--- config.mk ---
export PLATFORM = sky130hd
export DESIGN_NAME = fetch_unit
export DESIGN_NICKNAME = d
export VERILOG_FILES = /design/src/rtl/riscv_pkg.sv /design/src/rtl/fetch_fifo.sv /design/src/rtl/fetch_unit.sv
export SDC_FILE = /design/constraint.sdc
export NUM_CORES = 1
export LEC_CHECK = 0
export CELL_PAD_IN_SITES_DETAIL_PLACEMENT = 0
export CELL_PAD_IN_SITES_GLOBAL_PLACEMENT = 1
export CORE_ASPECT_RATIO = 1.25
export CORE_MARGIN = 2
export CORE_UTILIZATION = 54
export CTS_CLUSTER_SIZE = 25
export DETAILED_ROUTE_END_ITERATION = 6
export DONT_BUFFER_PORTS = 1
export PLACE_DENSITY_LB_ADDON = 0.1
export SKIP_CTS_REPAIR_TIMING = 1
export SYNTH_ARGS = -nofsm -noshare
export SYNTH_HDL_FRONTEND = slang
export SYNTH_HIERARCHICAL = 1
export SYNTH_SLANG_ARGS = --single-unit
--- constraint.sdc ---
create_clock -name clk -period 14.6 [get_ports clk]
set_clock_uncertainty 0.15 [all_clocks]
set_input_delay 0 -clock clk [delete_from_list [all_inputs] [get_ports clk]]
set_output_delay 0 -clock clk [all_outputs]
set_load 0.1 [all_outputs]
--- src/rtl/riscv_pkg.sv ---
// Shared types and constants for the instruction fetch path.
package riscv_pkg;

  localparam int XLEN = 32;
  localparam logic [XLEN-1:0] NOP_INSTR = 32'h0000_0013;

  typedef enum logic [1:0] {
    IDLE,
    REQ,
    WAIT,
    DISCARD
  } fetch_state_t;

  typedef struct packed {
    logic [XLEN-1:0] pc;
    logic [XLEN-1:0] instr;
  } fetch_entry_t;

endpackage

--- src/rtl/fetch_fifo.sv ---
// Synchronous FIFO of fetched {pc, instr} entries; shows a NOP at pc 0 while empty.
module fetch_fifo
  import riscv_pkg::*;
#(
  parameter int DEPTH = 2,
  parameter int CW    = $clog2(DEPTH + 1)
) (
  input  logic          clk,
  input  logic          rst,
  input  logic          flush_i,
  input  logic          push_i,
  input  fetch_entry_t  data_i,
  input  logic          pop_i,
  output fetch_entry_t  data_o,
  output logic          full_o,
  output logic          empty_o,
  output logic [CW-1:0] count_o
);

  localparam int AW = (DEPTH > 1) ? $clog2(DEPTH) : 1;

  fetch_entry_t  mem_q [DEPTH];
  logic [AW-1:0] wr_ptr_q, rd_ptr_q;
  logic [CW-1:0] count_q;
  logic          do_push, do_pop;

  function automatic logic [AW-1:0] ptr_inc(input logic [AW-1:0] p);
    return (p == AW'(DEPTH - 1)) ? '0 : p + 1'b1;
  endfunction

  assign empty_o = (count_q == '0);
  assign full_o  = (count_q == CW'(DEPTH));
  assign do_pop  = pop_i && !empty_o && !flush_i;
  // a full buffer still takes a push when the head leaves in the same cycle
  assign do_push = push_i && !flush_i && (!full_o || do_pop);

  always_ff @(posedge clk) begin
    if (rst || flush_i) begin
      wr_ptr_q <= '0;
      rd_ptr_q <= '0;
      count_q  <= '0;
    end else begin
      if (do_push) wr_ptr_q <= ptr_inc(wr_ptr_q);
      if (do_pop)  rd_ptr_q <= ptr_inc(rd_ptr_q);
      count_q <= count_q + CW'(do_push) - CW'(do_pop);
    end
  end

  always_ff @(posedge clk) begin
    if (do_push && !rst) mem_q[wr_ptr_q] <= data_i;
  end

  assign data_o  = empty_o ? '{pc: '0, instr: NOP_INSTR} : mem_q[rd_ptr_q];
  assign count_o = count_q;

endmodule

--- src/rtl/fetch_unit.sv ---
// Instruction fetch: one outstanding memory request, results queued for decode.
// state   | meaning
// IDLE    | out of reset, no request yet
// REQ     | may request when buffer + in-flight leaves room
// WAIT    | one request granted, awaiting rvalid
// DISCARD | flushed while in flight; drop the pending response
module fetch_unit
  import riscv_pkg::*;
#(
  parameter int DEPTH = 2
) (
  input  logic            clk,
  input  logic            rst,
  input  logic [XLEN-1:0] pc_i,
  output logic            pc_en_o,
  output logic            imem_req_o,
  output logic [XLEN-1:0] imem_addr_o,
  input  logic            imem_gnt_i,
  input  logic            imem_rvalid_i,
  input  logic [XLEN-1:0] imem_rdata_i,
  input  logic            flush_i,
  input  logic            id_ready_i,
  output logic            instr_valid_o,
  output logic [XLEN-1:0] instr_o,
  output logic [XLEN-1:0] instr_pc_o
);

  localparam int CW = $clog2(DEPTH + 1);

  fetch_state_t    state_q, state_d;
  logic [XLEN-1:0] tag_q, tag_d;
  logic [CW-1:0]   count;
  logic            full, empty, push, pop, outstanding, space;
  fetch_entry_t    head;

  assign outstanding = (state_q == WAIT) || (state_q == DISCARD);
  assign space       = !full && ((int'(count) + int'(outstanding)) < DEPTH);
  assign pop         = !empty && id_ready_i;

  always_comb begin
    state_d    = state_q;
    tag_d      = tag_q;
    imem_req_o = 1'b0;
    push       = 1'b0;
    case (state_q)
      IDLE: state_d = REQ;
      REQ: begin
        imem_req_o = space && !flush_i;
        if (imem_req_o && imem_gnt_i) begin
          state_d = WAIT;
          tag_d   = pc_i;
        end
      end
      WAIT: begin
        if (imem_rvalid_i) begin
          push       = 1'b1;
          state_d    = REQ;
          // the in-flight slot frees this cycle, so a follow-on request may overlap
          imem_req_o = space && !flush_i;
          if (imem_req_o && imem_gnt_i) begin
            state_d = WAIT;
            tag_d   = pc_i;
          end
        end
      end
      DISCARD: if (imem_rvalid_i) state_d = REQ;
      default: state_d = IDLE;
    endcase
    if (flush_i) begin
      push    = 1'b0;
      state_d = (outstanding && !imem_rvalid_i) ? DISCARD : REQ;
    end
  end

  always_ff @(posedge clk) begin
    if (rst) begin
      state_q <= IDLE;
      tag_q   <= '0;
    end else begin
      state_q <= state_d;
      tag_q   <= tag_d;
    end
  end

  fetch_fifo #(.DEPTH(DEPTH), .CW(CW)) u_fifo (
    .clk     (clk),
    .rst     (rst),
    .flush_i (flush_i),
    .push_i  (push),
    .data_i  ('{pc: tag_q, instr: imem_rdata_i}),
    .pop_i   (pop),
    .data_o  (head),
    .full_o  (full),
    .empty_o (empty),
    .count_o (count)
  );

  assign pc_en_o       = imem_req_o && imem_gnt_i;
  assign imem_addr_o   = pc_i;
  assign instr_valid_o = !empty;
  assign instr_o       = head.instr;
  assign instr_pc_o    = head.pc;

endmodule
==> results of run 1 <==
[routing by layer]
layer / wire [microns] / vias up / part of all wire, % / GRT usage, %
met5: 0 / - / 0 / 0
met4: 138 / 0 / 1.1 / 6.52
met3: 737 / 9 / 5.6 / 6.89
met2: 6840 / 111 / 52 / 30.7
met1: 5350 / 1892 / 41 / 21.4
li1: - / 1890 / - / -
[layout make-up]
class	instances	area, sq um
Tap cell	164	205
Clock buffer	18	429
Fill cell	895	3720
Inverter	3	11.3
Clock inverter	14	159
Multi-Input combinational cell	278	1940
Sequential cell	167	4630
Antenna cell	1	2.50
Timing Repair Buffer	108	1120
[cell families (layout without fill, tap and decap cells)]
kind of cell / Yosys count / after routing / synth area share [%]
XOR/XNOR: 2 / 2 / 0.257
AO/OA/AOI/OAI: 44 / 44 / 4.65
flip-flops: 167 / 167 / 67.9
buffers and inverters: 61 / 143 / 6.39
adder cells (fa/ha/maj): 4 / 4 / 0.735
multiplexers: 67 / 67 / 9.92
AND/OR/NAND/NOR: 161 / 161 / 10.2
other: 0 / 1 / 0
[sequential cells by signal, summed over array words and instances (netlist names), named ones only]
name,cells
state_q,2
u_fifo/mem_q,128
tag_q,32
u_fifo/count_o,2
u_fifo/wr_ptr_q,1
u_fifo/rd_ptr_q,1
[worst max-delay path: stages (launching register included)]
cell           delay [ps]
dfxtp_1               670
nor2b_1               150
a211oi_4              330
and4b_1               610
buf_4                 360
nand2_1               110
a21oi_2               170
dlygate4sd3_1         550
[where the power goes]
group,switching [mW],internal (mW),leakage (nW)
Clock,0.171,0.267,0.276
Combinational,0.0580,0.0253,0.955
Sequential,0.00295,0.514,1.58
[worst max path at each step]
stage / slack (ps) / end
after global routing: 11230 / tag_q[17]$_SDFFE_PP0P_
final: 11450 / tag_q[15]$_SDFFE_PP0P_
after floorplan: 8140 / u_fifo/mem_q[0][0]$_DFFE_PP_
after detailed placement: 11760 / u_fifo/mem_q[1][16]$_DFFE_PP_
after global placement: 11830 / u_fifo/mem_q[1][35]$_DFFE_PP_
after CTS: 11710 / instr_pc_o[20]
[layout by cell type (no fill, tap or decap), drive strengths merged, types with 2 or more instances in the layout]
| cell type | netlist | routed |
|---|---|---|
| nor2 | 70 | 70 |
| edfxtp | 128 | 128 |
| dfxtp | 39 | 39 |
| o21ai | 5 | 5 |
| clkbuf | 2 | 20 |
| dlygate4sd3 | 0 | 100 |
| mux2i | 66 | 66 |
| or2 | 2 | 2 |
| nand2 | 67 | 67 |
| a21oi | 34 | 34 |
| nor3b | 3 | 3 |
| nor4 | 2 | 2 |
| or3 | 2 | 2 |
| bufinv | 0 | 3 |
| ha | 4 | 4 |
| nand2b | 2 | 2 |
| nor2b | 3 | 3 |
| clkinvlp | 0 | 3 |
| buf | 55 | 6 |
| inv | 3 | 3 |
| clkinv | 0 | 8 |
| nor3 | 5 | 5 |
==> impl_metrics.env, run 1 <==
export IMPL_hold_viol=3
export IMPL_max_freq_mhz=317
export IMPL_fin_nets=649
export IMPL_min_period_over_period_pct=21.6
export IMPL_areaGrowthSynthToFinish_pct=24.7
export IMPL_reg2reg_depth=7
export IMPL_grtUsageTotal_pct=18.2
export IMPL_route_detailed_drc=0
export IMPL_dp_cells=619
export IMPL_grt_max_degree=65
export IMPL_hpwl_mm=6.96
export IMPL_ys_async_sr_fraction_pct=0
export IMPL_cts_tree="built"
export IMPL_drv_slew=0
export IMPL_drt_iter0_markers=188
export IMPL_synth_edff_count=128
export IMPL_die_w_microns=104
export IMPL_grt_antenna_before_repair=1
export IMPL_dieHeight_microns=130
export IMPL_regToRegSetupSlack_ps=11450
export IMPL_synthTopCellsByCount="128 x edfxtp_1, 69 x nor2_1, 67 x nand2_1"
export IMPL_cts_buffers=17
export IMPL_final_area_sq_um=8500
export IMPL_synth_avg_cell_area_sq_um=13.5
export IMPL_critPathLaunch="u_fifo/count_o[0]$_SDFF_PP0_"
export IMPL_vdd_drop_max_mv=0.0820
export IMPL_timing_critical_path_from_type="flop"
export IMPL_hold_path_end="u_fifo/rd_ptr_q$_SDFFE_PP0P_"
export IMPL_yosysTopAreaCell="edfxtp_1"
export IMPL_h_tree_depth=4
export IMPL_setup_viol=0
export IMPL_slew_headroom_pct=21.7
export IMPL_outcome="finished with violations"
export IMPL_vias_per_cell=5.18
export IMPL_ant_nets=0
export IMPL_yosysSeqAreaShare_pct=67.9
export IMPL_arrival_ps=3360
export IMPL_gr_total_overflow=0
export IMPL_fin_util_pct=69.5
export IMPL_drive_above_1_share_pct=22.1
export IMPL_clk_pin_slew_worst_paths_ps=60
export IMPL_grt_pass1_wl_mm=18.6
export IMPL_synth_area_leaders="edfxtp_1 56%, dfxtp_1 11%, mux2i_1 9.7%, buf_4 4.4%, nor2_1 3.8%"
export IMPL_syn_cell_area_sq_um=6810
export IMPL_wire_per_inst_microns=17.4
export IMPL_clock_sinks=167
export IMPL_hp_class="primary input to flop"
export IMPL_setup_ws_ps=11450
export IMPL_yosysTopAreaCellShare_pct=56.4
export IMPL_synth_ff_type="edfxtp_1"
export IMPL_cp_max_fo=20
export IMPL_place_ws_ps=11760
export IMPL_tns_ps=0
export IMPL_clock_latency_ps=410
export IMPL_cts_buffer_depth=2
export IMPL_fin_crit_ps=3150
export IMPL_r2r_end="tag_q[15]$_SDFFE_PP0P_"
export IMPL_grt_pass1_vias=3595
export IMPL_drtPass1Iterations=5
export IMPL_coreArea_sq_um=12200
export IMPL_instances_no_fill=753
export IMPL_routed_wl_mm=13.1
export IMPL_synth_most_common_cell="edfxtp_1"
export IMPL_dieArea_sq_um=13500
export IMPL_vias=3902
export IMPL_portBuffers=0
export IMPL_tightestPinTransition_ps=1170
export IMPL_rsz0062_at_grt="no"
export IMPL_yosys_cell_types_count=40
export IMPL_end_kind="flop"
export IMPL_power_mw=1.04
export IMPL_syn_num_nets=580
export IMPL_hold_depth=4
export IMPL_required_ps=14810
export IMPL_dpl_cell_area_sq_um=6880
export IMPL_power_density_nw_per_um2=122
export IMPL_row_count=45
export IMPL_ys_ff_latch=167
export IMPL_drv_cap=0
export IMPL_worstSetupPathType="flop to flop"
export IMPL_synthCells=506
export IMPL_start_util_pct=55.8
export IMPL_io_pins=169
export IMPL_yosysWarnings=6
export IMPL_r2r_start="u_fifo/count_o[0]$_SDFF_PP0_"
export IMPL_min_from="id_ready_i"
export IMPL_cts_root_buf="clkbuf_16"
export IMPL_leakagePower_nw=2.81
export IMPL_gp_congestion=0.724
export IMPL_whs_ps=-10.1
export IMPL_violations="negative hold slack"
Power figures use the tool's default switching activity.
==> run 2: changes to the inputs <==
Settings changed: CORE_UTILIZATION 54 to 50.
Clock period 14.6 ns to 3.3 ns, I/O delays scaled along.
==> run 2 against run 1 <==
Non-clock buffer count rose by 70. The run still ends with negative hold slack left. Setup slack lost 11000 ps. Hold slack worse by 7.8 ps. Routed wire length up 3.8%. Cell area increased by 6.6%. Global-route usage fell by 0.99 points. Sequential power grew to 4.4 times the previous value. Largest cell class unchanged. First-iteration DRC count shrank 35%. Via count rose by 6.2%.
==> impl_metrics.env, run 2 (same netlist as run 1, synthesis figures left out) <==
export IMPL_drv_slew=0
export IMPL_coreArea_sq_um=13300
export IMPL_fin_nets=719
export IMPL_whs_ps=-17.9
export IMPL_tns_ps=0
export IMPL_cts_root_buf="clkbuf_16"
export IMPL_slew_headroom_pct=25.8
export IMPL_layout_common_cells="128 x edfxtp_1, 104 x dlygate4sd3_1, 72 x buf_4"
export IMPL_timing_critical_path_from_type="flop"
export IMPL_drt_iter0_markers=122
export IMPL_cts_tree="built"
export IMPL_end_kind="flop"
export IMPL_final_fill_count=979
export IMPL_route_detailed_drc=0
export IMPL_power_density_nw_per_um2=504
export IMPL_violations="negative hold slack"
export IMPL_hpwl_mm=7.84
export IMPL_crit_path_frequent_cell="dlygate4sd3_1"
export IMPL_vias=4144
export IMPL_tightestPinTransition_ps=1110
export IMPL_grt_pass1_wl_mm=18.7
export IMPL_min_period_over_period_pct=94.1
export IMPL_grt_max_degree=63
export IMPL_vdd_drop_max_mv=0.340
export IMPL_hp_class="primary input to flop"
export IMPL_hold_viol=1
export IMPL_drv_cap=0
export IMPL_grt_pass1_vias=3646
export IMPL_critPathTopFamily="buffers and inverters"
export IMPL_required_ps=3500
export IMPL_die_w_microns=108
export IMPL_grt_antenna_before_repair=0
export IMPL_drive_above_1_share_pct=31.0
export IMPL_setup_viol=0
export IMPL_wire_per_inst_microns=16.4
export IMPL_worst_path_buf_inv=2
export IMPL_clk_pin_slew_worst_paths_ps=60
export IMPL_h_tree_depth=4
export IMPL_fin_util_pct=68.1
export IMPL_regMostFlops="u_fifo/mem_q"
export IMPL_diodes=0
export IMPL_cp_cell_sequence="nor2b_1, a211oi_4, and4b_1, nand2_1, dlygate4sd3_1, a21oi_1, dlygate4sd3_1"
export IMPL_vias_per_cell=5.00
export IMPL_row_count=47
export IMPL_routed_wl_mm=13.6
export IMPL_largest_reg_flops=128
export IMPL_io_pins=169
export IMPL_drtPass1Iterations=4
export IMPL_gr_total_overflow=0
export IMPL_clock_sinks=167
export IMPL_fin_crit_ps=3110
export IMPL_dieArea_sq_um=14600
export IMPL_leakagePower_nw=3.19
export IMPL_worstSetupPathType="flop to flop"
export IMPL_grtUsageTotal_pct=17.2
export IMPL_layout_commonest_cell="edfxtp_1"
export IMPL_cts_buffer_depth=2
export IMPL_arrival_ps=3310
export IMPL_ant_nets=0
export IMPL_largestRegisters="u_fifo/mem_q x128, tag_q x32"
export IMPL_cp_max_fo=11
export IMPL_areaGrowthSynthToFinish_pct=32.9
export IMPL_start_util_pct=51.3
export IMPL_outcome="finished with violations"
export IMPL_gp_congestion=0.731
export IMPL_slowest_delay_ps=600
export IMPL_power_mw=4.56
export IMPL_portBuffers=0
export IMPL_rsz0062_at_grt="no"
export IMPL_dieHeight_microns=134
export IMPL_cp_slowest_cell="dlygate4sd3_1"
export IMPL_cts_buffers=17
export IMPL_clock_latency_ps=410
export IMPL_max_freq_mhz=322
run 2: changes by cell type in the layout (fill, tap and decap cells not counted), moves of 2 or more:
cell           before  now
dfxtp_2             0    3
clkinv_4            3    1
clkbuf_16          19   17
buf_4               5   72
dlygate4sd3_1     100  104
clkinv_1            4    1
dfxtp_1            38   35
inv_6               0    4
run 2: cell type report:
class / count / area (sq um) / area share (%)
clock buffers: 19 / 433 / 4.78
clock inverters: 13 / 144 / 1.59
inverters: 3 / 11.3 / 0.124
multi-input cells: 278 / 1990 / 22.0
flip-flops and latches: 167 / 4630 / 51.2
well taps: 171 / 214 / 2.36
repair buffers: 178 / 1630 / 18.0
run 2: metal layers:
layer | up-vias | GRT usage, % | routed length (microns)
li1 | 2036 | - | -
met1 | 1970 | 18.9 | 5340
met2 | 126 | 30.1 | 7230
met3 | 12 | 7.24 | 853
met4 | 0 | 5.13 | 134
met5 | - | 0 | 0
run 2: path summary, 6_finish.rpt:
kind | from | end | slack [ps] | cells after the start
max | u_fifo/count_o[0]$_SDFF_PP0_ | tag_q[5]$_SDFFE_PP0P_ | 190 | 7
min | flush_i | tag_q[1]$_SDFFE_PP0P_ | -20 | 4
max reg2reg | u_fifo/count_o[0]$_SDFF_PP0_ | tag_q[5]$_SDFFE_PP0P_ | 190 | 7
min reg2reg | tag_q[0]$_SDFFE_PP0P_ | u_fifo/mem_q[1][32]$_DFFE_PP_ | 300 | 0
run 2: stage by stage:
stage / instance area (sq um) / instances / worst slack (ps) / hold slack (ps)
after floorplan: 6870 / 506 / -82.0 / -73.2
after global placement: 7410 / 692 / 879 / -149
after detailed placement: 7410 / 692 / 818 / -149
after CTS: 7990 / 724 / 803 / -518
after global routing: 9050 / 829 / 69.5 / 25.1
final: 9050 / 829 / 194 / -17.9
run 2: worst min-delay path, stage by stage:
cell and delay, ps:
nand4b_1 110, buf_4 190, nand2_1 70, a21oi_1 130
run 2: power breakdown:
part	leakage, nW	internal, mW	total [mW]	switching (mW)
logic	1.33	0.115	0.376	0.261
registers	1.58	2.27	2.29	0.0137
clock network	0.278	1.12	1.90	0.779
